<file path="src/rtl/exe_task_dispatcher_pkg.sv">
// exe_task_dispatcher_pkg
//   Shared types and constants for the execution-unit task dispatcher:
//   FSM state encoding, result-code bit positions and a result packer.
package exe_task_dispatcher_pkg;

    typedef enum logic [2:0] {
        ST_IDLE   = 3'd0,
        ST_LAUNCH = 3'd1,
        ST_WAIT   = 3'd2,
        ST_REPORT = 3'd3,
        ST_HALT   = 3'd4
    } dispState_t;

    localparam int RESULT_RC_BIT      = 0;
    localparam int RESULT_TIMEOUT_BIT = 1;

    function automatic logic [1:0] packResult(input logic rc, input logic timedOut);
        logic [1:0] r;
        r                     = '0;
        r[RESULT_RC_BIT]      = rc;
        r[RESULT_TIMEOUT_BIT] = timedOut;
        return r;
    endfunction

endpackage

</file>
<file path="src/rtl/exe_task_dispatcher_if.sv">
// exe_task_dispatcher_if
//   Bundles the dispatcher's host task channel, execution-unit trigger/done
//   channel, result channel and status flags.
//   slave  : the dispatcher side (drives oTaskReady, oTrigger, results, status)
//   master : the host / execution-unit side (drives iTask*, iFlush, iExe*, iResultReady)
interface exe_task_dispatcher_if #(
    parameter int ADDR_W = 16
);
    logic              iTaskValid;
    logic [ADDR_W-1:0] iTaskAddress;
    logic              oTaskReady;
    logic              iFlush;
    logic              oTrigger;
    logic [ADDR_W-1:0] oInitialCodeAddress;
    logic              iExeDone;
    logic              iExeReturnCode;
    logic              oResultValid;
    logic [ADDR_W-1:0] oResultAddress;
    logic [1:0]        oResultCode;
    logic              iResultReady;
    logic              oBusy;
    logic              oFault;

    modport slave (
        input  iTaskValid, iTaskAddress, iFlush, iExeDone, iExeReturnCode, iResultReady,
        output oTaskReady, oTrigger, oInitialCodeAddress, oResultValid, oResultAddress,
               oResultCode, oBusy, oFault
    );

    modport master (
        output iTaskValid, iTaskAddress, iFlush, iExeDone, iExeReturnCode, iResultReady,
        input  oTaskReady, oTrigger, oInitialCodeAddress, oResultValid, oResultAddress,
               oResultCode, oBusy, oFault
    );

endinterface

</file>
<file path="src/rtl/exe_task_dispatcher_task_fifo.sv">
// task_fifo
//   Synchronous FIFO holding queued task entry addresses.
//   Ports: Clock, Reset (async active-low), push/pushData, pop, flush,
//          full, empty, headData (entry at the read pointer).
//   Flush dominates push and pop in the same cycle; a push while full is
//   dropped even if a pop happens in that cycle.
module task_fifo #(
    parameter int WIDTH = 16,
    parameter int DEPTH = 4
) (
    input  logic             Clock,
    input  logic             Reset,
    input  logic             push,
    input  logic [WIDTH-1:0] pushData,
    input  logic             pop,
    input  logic             flush,
    output logic             full,
    output logic             empty,
    output logic [WIDTH-1:0] headData
);
    localparam int PW = $clog2(DEPTH);

    logic [WIDTH-1:0] mem [DEPTH];
    logic [PW-1:0]    wrPtr, rdPtr;
    logic [PW:0]      count;
    logic             doPush, doPop;

    assign full     = (count == (PW+1)'(DEPTH));
    assign empty    = (count == '0);
    assign headData = mem[rdPtr];
    assign doPush   = push && !full && !flush;
    assign doPop    = pop && !empty && !flush;

    always_ff @(posedge Clock or negedge Reset) begin
        if (!Reset) begin
            wrPtr <= '0;
            rdPtr <= '0;
            count <= '0;
        end else if (flush) begin
            wrPtr <= '0;
            rdPtr <= '0;
            count <= '0;
        end else begin
            if (doPush) wrPtr <= wrPtr + 1'b1;
            if (doPop)  rdPtr <= rdPtr + 1'b1;
            if (doPush && !doPop)      count <= count + 1'b1;
            else if (doPop && !doPush) count <= count - 1'b1;
        end
    end

    // Storage needs no reset: entries are only read when count says valid.
    always_ff @(posedge Clock) begin
        if (doPush) mem[wrPtr] <= pushData;
    end

endmodule

</file>
<file path="src/rtl/exe_task_dispatcher.sv">
// exe_task_dispatcher
//   Queues host tasks (entry code addresses), launches each on the execution
//   unit with a one-cycle trigger, waits for a rising edge of done (or a
//   timeout) and presents the result to the host.
//   Ports: Clock, Reset (async active-low), bus (exe_task_dispatcher_if.slave).
//   A timeout sets a sticky fault; after its result is taken the block parks
//   in HALT until iFlush.
module exe_task_dispatcher
    import exe_task_dispatcher_pkg::*;
#(
    parameter int ADDR_W         = 16,
    parameter int QUEUE_DEPTH    = 4,
    parameter int TIMEOUT_CYCLES = 65535
) (
    input  logic Clock,
    input  logic Reset,
    exe_task_dispatcher_if.slave bus
);
    localparam int CNT_W = $clog2(TIMEOUT_CYCLES + 1);
    localparam logic [CNT_W-1:0] CNT_LAST = CNT_W'(TIMEOUT_CYCLES - 1);

    dispState_t        state;
    logic [ADDR_W-1:0] addrReg;
    logic [CNT_W-1:0]  waitCnt;
    logic              doneQ;
    logic [1:0]        resultCode;
    logic              resultValid;
    logic              fault;
    logic              trigger;

    logic              qFull, qEmpty;
    logic [ADDR_W-1:0] qHead;
    logic              launch;
    logic              doneEdge;

    // Flush in IDLE suppresses the pop, so nothing launches that cycle.
    assign launch   = (state == ST_IDLE) && !qEmpty && !bus.iFlush;
    assign doneEdge = bus.iExeDone && !doneQ;

    task_fifo #(.WIDTH(ADDR_W), .DEPTH(QUEUE_DEPTH)) uFifo (
        .Clock    (Clock),
        .Reset    (Reset),
        .push     (bus.iTaskValid),
        .pushData (bus.iTaskAddress),
        .pop      (launch),
        .flush    (bus.iFlush),
        .full     (qFull),
        .empty    (qEmpty),
        .headData (qHead)
    );

    assign bus.oTaskReady          = !qFull;
    assign bus.oTrigger            = trigger;
    assign bus.oInitialCodeAddress = addrReg;
    // addrReg only changes on a pop in IDLE, so it is stable through REPORT.
    assign bus.oResultAddress      = addrReg;
    assign bus.oResultValid        = resultValid;
    assign bus.oResultCode         = resultCode;
    assign bus.oFault              = fault;
    assign bus.oBusy               = !((state == ST_IDLE) && qEmpty);

    always_ff @(posedge Clock or negedge Reset) begin
        if (!Reset) begin
            state       <= ST_IDLE;
            addrReg     <= '0;
            waitCnt     <= '0;
            doneQ       <= 1'b0;
            resultCode  <= '0;
            resultValid <= 1'b0;
            fault       <= 1'b0;
            trigger     <= 1'b0;
        end else begin
            doneQ <= bus.iExeDone;
            case (state)
                ST_IDLE: begin
                    if (launch) begin
                        addrReg <= qHead;
                        trigger <= 1'b1;
                        state   <= ST_LAUNCH;
                    end
                end
                ST_LAUNCH: begin
                    trigger <= 1'b0;
                    waitCnt <= '0;
                    state   <= ST_WAIT;
                end
                ST_WAIT: begin
                    // Done edge is checked first so it wins a tie with timeout.
                    if (doneEdge) begin
                        resultCode  <= packResult(bus.iExeReturnCode, 1'b0);
                        resultValid <= 1'b1;
                        state       <= ST_REPORT;
                    end else if (waitCnt == CNT_LAST) begin
                        resultCode  <= packResult(1'b0, 1'b1);
                        resultValid <= 1'b1;
                        fault       <= 1'b1;
                        state       <= ST_REPORT;
                    end else begin
                        waitCnt <= waitCnt + 1'b1;
                    end
                end
                ST_REPORT: begin
                    if (bus.iResultReady) begin
                        resultValid <= 1'b0;
                        state       <= fault ? ST_HALT : ST_IDLE;
                    end
                end
                ST_HALT: begin
                    if (bus.iFlush) begin
                        fault <= 1'b0;
                        state <= ST_IDLE;
                    end
                end
                default: state <= ST_IDLE;
            endcase
        end
    end

endmodule
</file>
<file path="src/flat_wrapper.sv">
// flat-port wrapper written by rule: the top's interface ports become plain ports
module exe_task_dispatcher_flat import exe_task_dispatcher_pkg::*;
#(
    parameter int ADDR_W         = 16,
    parameter int QUEUE_DEPTH    = 4,
    parameter int TIMEOUT_CYCLES = 65535
)
  (Clock, Reset, bus_iTaskValid, bus_iTaskAddress, bus_iFlush, bus_iExeDone, bus_iExeReturnCode, bus_iResultReady, bus_oTaskReady, bus_oTrigger, bus_oInitialCodeAddress, bus_oResultValid, bus_oResultAddress, bus_oResultCode, bus_oBusy, bus_oFault);
  exe_task_dispatcher_if #(.ADDR_W(ADDR_W)) bus_i ();
  input  logic Clock;
  input  logic Reset;
  input wire logic [$bits(bus_i.iTaskValid)-1:0] bus_iTaskValid;
  input wire logic [$bits(bus_i.iTaskAddress)-1:0] bus_iTaskAddress;
  input wire logic [$bits(bus_i.iFlush)-1:0] bus_iFlush;
  input wire logic [$bits(bus_i.iExeDone)-1:0] bus_iExeDone;
  input wire logic [$bits(bus_i.iExeReturnCode)-1:0] bus_iExeReturnCode;
  input wire logic [$bits(bus_i.iResultReady)-1:0] bus_iResultReady;
  output wire logic [$bits(bus_i.oTaskReady)-1:0] bus_oTaskReady;
  output wire logic [$bits(bus_i.oTrigger)-1:0] bus_oTrigger;
  output wire logic [$bits(bus_i.oInitialCodeAddress)-1:0] bus_oInitialCodeAddress;
  output wire logic [$bits(bus_i.oResultValid)-1:0] bus_oResultValid;
  output wire logic [$bits(bus_i.oResultAddress)-1:0] bus_oResultAddress;
  output wire logic [$bits(bus_i.oResultCode)-1:0] bus_oResultCode;
  output wire logic [$bits(bus_i.oBusy)-1:0] bus_oBusy;
  output wire logic [$bits(bus_i.oFault)-1:0] bus_oFault;
  assign bus_i.iTaskValid = bus_iTaskValid;
  assign bus_i.iTaskAddress = bus_iTaskAddress;
  assign bus_i.iFlush = bus_iFlush;
  assign bus_i.iExeDone = bus_iExeDone;
  assign bus_i.iExeReturnCode = bus_iExeReturnCode;
  assign bus_i.iResultReady = bus_iResultReady;
  assign bus_oTaskReady = bus_i.oTaskReady;
  assign bus_oTrigger = bus_i.oTrigger;
  assign bus_oInitialCodeAddress = bus_i.oInitialCodeAddress;
  assign bus_oResultValid = bus_i.oResultValid;
  assign bus_oResultAddress = bus_i.oResultAddress;
  assign bus_oResultCode = bus_i.oResultCode;
  assign bus_oBusy = bus_i.oBusy;
  assign bus_oFault = bus_i.oFault;
  exe_task_dispatcher #(.ADDR_W(ADDR_W), .QUEUE_DEPTH(QUEUE_DEPTH), .TIMEOUT_CYCLES(TIMEOUT_CYCLES)) u_core (.Clock(Clock), .Reset(Reset), .bus(bus_i));
endmodule
</file>
<file path="config.mk">
export PLATFORM = sky130hd
export DESIGN_NAME = exe_task_dispatcher_flat
export DESIGN_NICKNAME = d
export VERILOG_FILES = /design/src/rtl/exe_task_dispatcher_pkg.sv /design/src/rtl/exe_task_dispatcher_if.sv /design/src/rtl/exe_task_dispatcher_task_fifo.sv /design/src/rtl/exe_task_dispatcher.sv /design/src/flat_wrapper.sv
export SDC_FILE = /design/constraint.sdc
export NUM_CORES = 1
export LEC_CHECK = 0
export CELL_PAD_IN_SITES_DETAIL_PLACEMENT = 0
export CELL_PAD_IN_SITES_GLOBAL_PLACEMENT = 1
export CORE_MARGIN = 5
export CORE_UTILIZATION = 41
export DETAILED_ROUTE_END_ITERATION = 10
export PLACE_DENSITY = 0.84
export SYNTH_ARGS = -nofsm -noshare
export SYNTH_HDL_FRONTEND = slang
export SYNTH_HIERARCHICAL = 1
export SYNTH_SLANG_ARGS = --single-unit
export TNS_END_PERCENT = 20
</file>
<file path="constraint.sdc">
create_clock -name Clock -period 2.6 [get_ports Clock]
set_input_delay 0.26 -clock Clock [delete_from_list [all_inputs] [get_ports Clock]]
set_output_delay 0.26 -clock Clock [all_outputs]
set_load 0.1 [all_outputs]
</file>
Word level (Yosys, flattened, before mapping):

Memories as Yosys holds them, arrays and structs flattened. A register that Yosys moved wholly into a read port is not among the register bits.
Index checks and enable logic that the tools add are counted.

* $add $sub $neg: 5
* multiply operators: 0
* divide/modulo/power cells: 0
* order comparisons: 0
* eq/ne operators: 13
* shifts and indexed selects: 0
* multiplexer cells: 30
* bitwise logic cells: 0
* reductions and logical operators: 35

Operators by type and width (number)
* 16-bit two-way mux: 2
* 16-bit one-hot mux with 2 select lines: 1
* 3-bit two-way mux: 9
* 16-bit by 1-bit adder with 16-bit output (second input constant): 1
* 16-bit == test (second input constant): 1
* 3-bit one-hot mux with 5 select lines: 1
* 2-bit nonzero test: 7
* 2-bit two-way mux: 6
* 1-bit logical AND: 10
* 2-bit != test (second input constant): 5
* 1-bit logical NOT: 8
* 1-bit two-way mux: 8
* 4-bit AND reduction: 2
* 3-bit by 2-bit == test with 1-bit output (second input constant): 2
* 3-bit == test (second input constant): 2
* 3-bit logical NOT: 2
* 1-bit one-hot mux with 2 select lines: 3
* 2-bit AND reduction: 3
* 3-bit AND reduction: 2
* 2-bit by 1-bit adder with 2-bit output (second input constant): 2
* 3-bit by 1-bit adder with 3-bit output (second input constant): 1
* 3-bit by 1-bit == test with 1-bit output (second input constant): 1
* 3-bit by 1-bit != test with 1-bit output (second input constant): 1
* 3-bit nonzero test: 1
* 2 further kinds: 2

* register bits after elaboration: 32
* bits in latches: 0
* bits in writable memories: 64
* ROM bits: 0
* bits of input ports: 23
* output and inout port bits: 39
* word-level logic and storage cells: 94
* memories kept: 1

Memories
* u_core.uFifo.mem: words 4, width 16, read ports 1, clocked after Yosys merged registers in 1, write ports 1, RTL line exe_task_dispatcher_task_fifo.sv:23 `logic [WIDTH-1:0] mem [DEPTH];`

Longest topological paths before layout:

* word-level depth: 10
* depth in mapped cells: 13
* depth with buffers taken out: 10

Modules after synthesis:

Netlist, hierarchy kept.

Modules (own cells, without submodules)
* task_fifo: times used 1, cells each 144, area an instance 2870.3 µm², sequential area each 2097.0 µm²
* exe_task_dispatcher: times used 1, cells each 237, area an instance 2105.8 µm², sequential area each 1026.0 µm²

Worst setup path after synthesis:

Ideal clock, no wire load.

* path type: register to register
* start: register u_core.state[0]
* end: register u_core.uFifo.count[2]
* setup time: 0.066 ns
* arrival time: 2.861 ns
* required time: 2.534 ns
* path slack: -0.328 ns
* stages on the path, launching flop included: 13
* buffers on the path: 3
* period minus slack after synthesis: 2.928 ns
* cells stage by stage: dfrtp_1 > clkbuf_1 > nor3_1 > nand2_1 > inv_2 > clkbuf_1 > buf_2 > o21a_1 > nor4_1 > fa_1 > a21bo_2 > a311oi_1 > o311a_1

* cells in the longest elaborated chain, start to end: 9
* elaborated cells on any way between the ends: 11
* classes of those cells: 2 x mux; 9 x reduce/logical

Ends and longest elaborated chain
* start, declared: RTL line exe_task_dispatcher.sv:22 `dispState_t state;`
* start signal, assigned: RTL line exe_task_dispatcher.sv:105 `state <= fault ? ST_HALT : ST_IDLE;`
* 3-bit logical NOT (*): RTL line exe_task_dispatcher.sv:37 `assign launch = (state == ST_IDLE) && !qEmpty && !bus.iFlush;`
* 1-bit logical AND (*) (2 in a row): RTL line exe_task_dispatcher.sv:37
* net u_core.launch: RTL line exe_task_dispatcher.sv:33 `logic launch;`
* 1-bit logical AND (*) (2 in a row): RTL line exe_task_dispatcher_task_fifo.sv:32 `assign doPop = pop && !empty && !flush;`
* 1-bit logical NOT: RTL line exe_task_dispatcher_task_fifo.sv:46 `if (doPush && !doPop) count <= count + 1'b1;`
* 1-bit logical AND: RTL line exe_task_dispatcher_task_fifo.sv:46
* 3-bit two-way mux: RTL line exe_task_dispatcher_task_fifo.sv:46
* 3-bit two-way mux: RTL line exe_task_dispatcher_task_fifo.sv:39 `end else if (flush) begin`
* end signal, assigned: RTL line exe_task_dispatcher_task_fifo.sv:46
* end signal, assigned: RTL line exe_task_dispatcher_task_fifo.sv:47 `else if (doPop && !doPush) count <= count - 1'b1;`
* end, declared: RTL line exe_task_dispatcher_task_fifo.sv:25 `logic [PW:0] count;`

The timed path passes the listed nets; every way through them passes the cells marked *.
A chain may end at the register's enable or synchronous reset.

Final worst setup path:

* start: register u_core.uFifo.count[2]
* end: register u_core.uFifo.count[2]

* cells in the longest elaborated chain, start to end: 10
* elaborated cells on any way between the ends: 20
* classes of those cells: 2 x add/sub; 1 x eq/ne; 3 x mux; 14 x reduce/logical

Ends and longest elaborated chain
* 3-bit logical NOT (*): RTL line exe_task_dispatcher_task_fifo.sv:29 `assign empty = (count == '0);`
* net u_core.qEmpty: RTL line exe_task_dispatcher.sv:31 `logic qFull, qEmpty;`
* 1-bit logical NOT (*): RTL line exe_task_dispatcher_task_fifo.sv:32, exe_task_dispatcher.sv:37
* 1-bit logical AND (2 in a row): RTL line exe_task_dispatcher.sv:37
* 1-bit logical AND (*) (2 in a row): RTL line exe_task_dispatcher_task_fifo.sv:32
* 1-bit logical NOT: RTL line exe_task_dispatcher_task_fifo.sv:46
* 1-bit logical AND: RTL line exe_task_dispatcher_task_fifo.sv:46
* 3-bit two-way mux: RTL line exe_task_dispatcher_task_fifo.sv:46
* 3-bit two-way mux: RTL line exe_task_dispatcher_task_fifo.sv:39

The timed path passes the listed nets; every way through them passes the cells marked *. The select of a mux whose other input is x is not followed.

==> reports/qor.csv <==
metric;value;unit
hpwl;6.76;mm
outcome;completed;
initial_utilization;0.416;
critical_path.max_fanout;9;
powerDensity;1200;nW/um2
arrival;2.63;ns
post-cts-setup-buffer-count;0;
viasPerCell;5.35;
tightest_slew;0.812;ns
hold_viol;0;
drtIter0Drc;209;
slew_viol_final;0;
grt_max_degree;31;
hp-class;in -> reg;
synth.avg_cell_area;13.1;um2
timing.final.crit_share;0.900;
required;2.89;ns
setup_violations;0;
row_count;40;
dieArea;14400;um2
clock_latency;0.35;ns
synth_area;4980;um2
synth_top_area_share;0.386;
power.leakage;2.39;nW
setup_tns;0;ns
criticalPathCategory;reg -> reg;
grt_usage;0.149;
synth.distinct_cells;52;
die_w;120;um
synth_area_leaders;edfxtp_1, dfrtp_1, mux4_2;
start_kind;flop;
max_slew_margin;0.458;
cts_sinks;112;
rsz0062_at_grt;false;
synth_edf_count;64;
ant_nets;0;
antennaDiodeCount;0;
numPortBuffers;61;
cts_tree;done;
syn-instance-count;381;
yosys.area.top_type;edfxtp_1;
core_area;12000;um2
final_nets;468;
ys_seq_area_frac;0.628;
async_flop_share;0.429;
critPathCaptureType;flop;
ioPinCount;62;
grt_pass1_wl;16.8;mm
chipHeight;120;um
final_util;0.497;
grt_pass1_vias;3215;
clkTransAtPathRegs;0.07;ns
grt_overflow;0;
root_buffer;clkbuf_16;
syn_nets;411;
drive_gt1_frac;0.235;
ys_warn_count;6;
skew;0.00697;ns
max_cap_violations;0;
place_congestion;0.805;
dr_total_vias;3159;
antenna_found_initial;0;
synthToLayoutAreaGrowth;19.5;%
cts_max_path_buffers;2;
rrSetupSlack;0.26;ns
htreeDepth;3;
fmax;0.427;GHz
drc;0;
ys_ff_latch;112;
wirelength;10.0;mm
cts_buffers;9;
fin_crit;2.34;ns
detail_route.wl_per_cell;17.0;um
first_pass_iters;5;
ctsResizeCount;0;
ys.flop_type;edfxtp_1;
peakVddDrop;0.000999;V
-- flip-flops by register name, summed over array words and instances (netlist names) --
register	cells
u_core/bus.oInitialCodeAddress	16
u_core/doneQ	1
u_core/bus.oResultCode	2
u_core/uFifo/wrPtr	2
u_core/bus.oResultValid	1
u_core/uFifo/mem	64
u_core/bus.oFault	1
u_core/uFifo/count	3
u_core/state	3
u_core/waitCnt	16
u_core/bus.oTrigger	1
u_core/uFifo/rdPtr	2
-- kinds of logic after synthesis --
group,synth area share
buf+inv,0.0503
simple gates,0.143
flops,0.628
fa+ha+maj,0.0191
compound gates,0.0759
mux,0.0810
xor+xnor,0.00352
-- layout make-up --
| type | instances | area (um2) |
|---|---|---|
| Tap cell | 147 | 184 |
| Sequential cell | 112 | 3120 |
| Fill cell | 995 | 6020 |
| Clock inverter | 6 | 97.6 |
| Timing Repair Buffer | 79 | 658 |
| Multi-Input combinational cell | 225 | 1610 |
| Inverter | 11 | 41.3 |
| Clock buffer | 10 | 229 |
-- placed cells by master, fill, tap and decap left out, types with 2 or more instances in the layout --
cell and n:
nand3_1 13, nor2_1 19, o21a_1 3, buf_4 55, nand3b_1 5, or3_1 2, a31oi_1 6, ha_1 6
inv_1 10, and4_1 2, edfxtp_1 64, clkdlybuf4s50_1 21, mux2i_1 2, nand2_1 61, dfrtp_1 48, clkbuf_16 9
o31ai_1 6, nor3_1 8, o21ai_0 9, nor4_1 2, bufinv_16 2, nor2_2 2, mux2_2 2, a211o_1 2
mux4_2 16, nand4_1 4, and3_1 5, o311ai_1 3, a21oi_1 10, o21ai_1 6, inv_6 3, xor2_1 2
nor3b_2 2, a211oi_1 2, and2_1 4, nor2b_1 3
-- per-stage QoR --
stage	std cells	area (um2)	hold WS (ns)	setup WS [ns]	power [mW]
2_1_floorplan	381	4990	-0.0356	0.0159	5.07
3_3_place_gp	573	5610	0.356	0.222	5.62
3_5_place_dp	573	5610	0.359	0.134	5.67
4_1_cts	590	5950	0.369	0.251	7.18
5_1_grt	590	5950	0.388	0.0830	7.41
6_report	590	5950	0.384	0.261	7.12
-- what timing repair did --
item	4_1_cts	5_1_grt
hold endpoints to repair	28	0
endpoints found under the setup margin	0	0
hold buffers	1	0
-- worst max-delay path, cell delays in order (launching register included) --
cell	delay, ns
dfrtp_1	0.49
nor3_1	0.10
nor2_1	0.20
nand2_2	0.09
inv_2	0.06
o21a_1	0.16
nor4_1	0.08
fa_2	0.40
a21bo_2	0.23
a311oi_1	0.27
o311a_1	0.20
-- Yosys cell counts (all sizes together) (2+ instances only) --
master / instances
nand3b: 5
nand2: 62
buf: 27
or3: 2
xor2: 2
mux4: 16
nand4: 5
nor4: 3
o311ai: 4
a211o: 2
edfxtp: 64
and2: 4
dfrtp: 48
mux2i: 2
a31oi: 6
o31ai: 6
a21oi: 10
a211oi: 2
inv: 11
o21ai: 15
mux2: 2
o21a: 3
nor2b: 3
and4: 2
and3: 5
nor3: 9
nand3: 13
ha: 6
nor3b: 2
nor2: 21
clkbuf: 6
-- per-layer routing --
metal	GRT usage	part of all wire	up-vias
li1	-	-	1502
met1	0.194	0.43	1591
met2	0.249	0.52	58
met3	0.0287	0.031	8
met4	0.0558	0.010	0
met5	0	0	-
-- final timing paths --
path                                                       startpoint                                        endpoint  cells past startpoint
worst max register to register      u_core/uFifo/count[2]$_DFFE_PN0P_               u_core/uFifo/count[2]$_DFFE_PN0P_                     10
min in group asynchronous                                       Reset  u_core/bus.oInitialCodeAddress[13]$_DFFE_PN0P_                      2
worst max-delay path                u_core/uFifo/count[2]$_DFFE_PN0P_               u_core/uFifo/count[2]$_DFFE_PN0P_                     10
worst min register to register  u_core/bus.oResultCode[1]$_DFFE_PN0P_           u_core/bus.oResultCode[1]$_DFFE_PN0P_                      1
max in group asynchronous                                       Reset               u_core/uFifo/count[0]$_DFFE_PN0P_                      3
worst min-delay path                                     bus_iExeDone                          u_core/doneQ$_DFF_PN0_                      1
-- power breakdown --
group / switching [mW] / internal, mW / total, mW
clock: 0.640 / 0.863 / 1.50
sequential: 0.233 / 2.12 / 2.36
combinational: 2.54 / 0.725 / 3.26
total: 3.41 / 3.71 / 7.12
No activity file was read; power rests on OpenSTA's default activity.
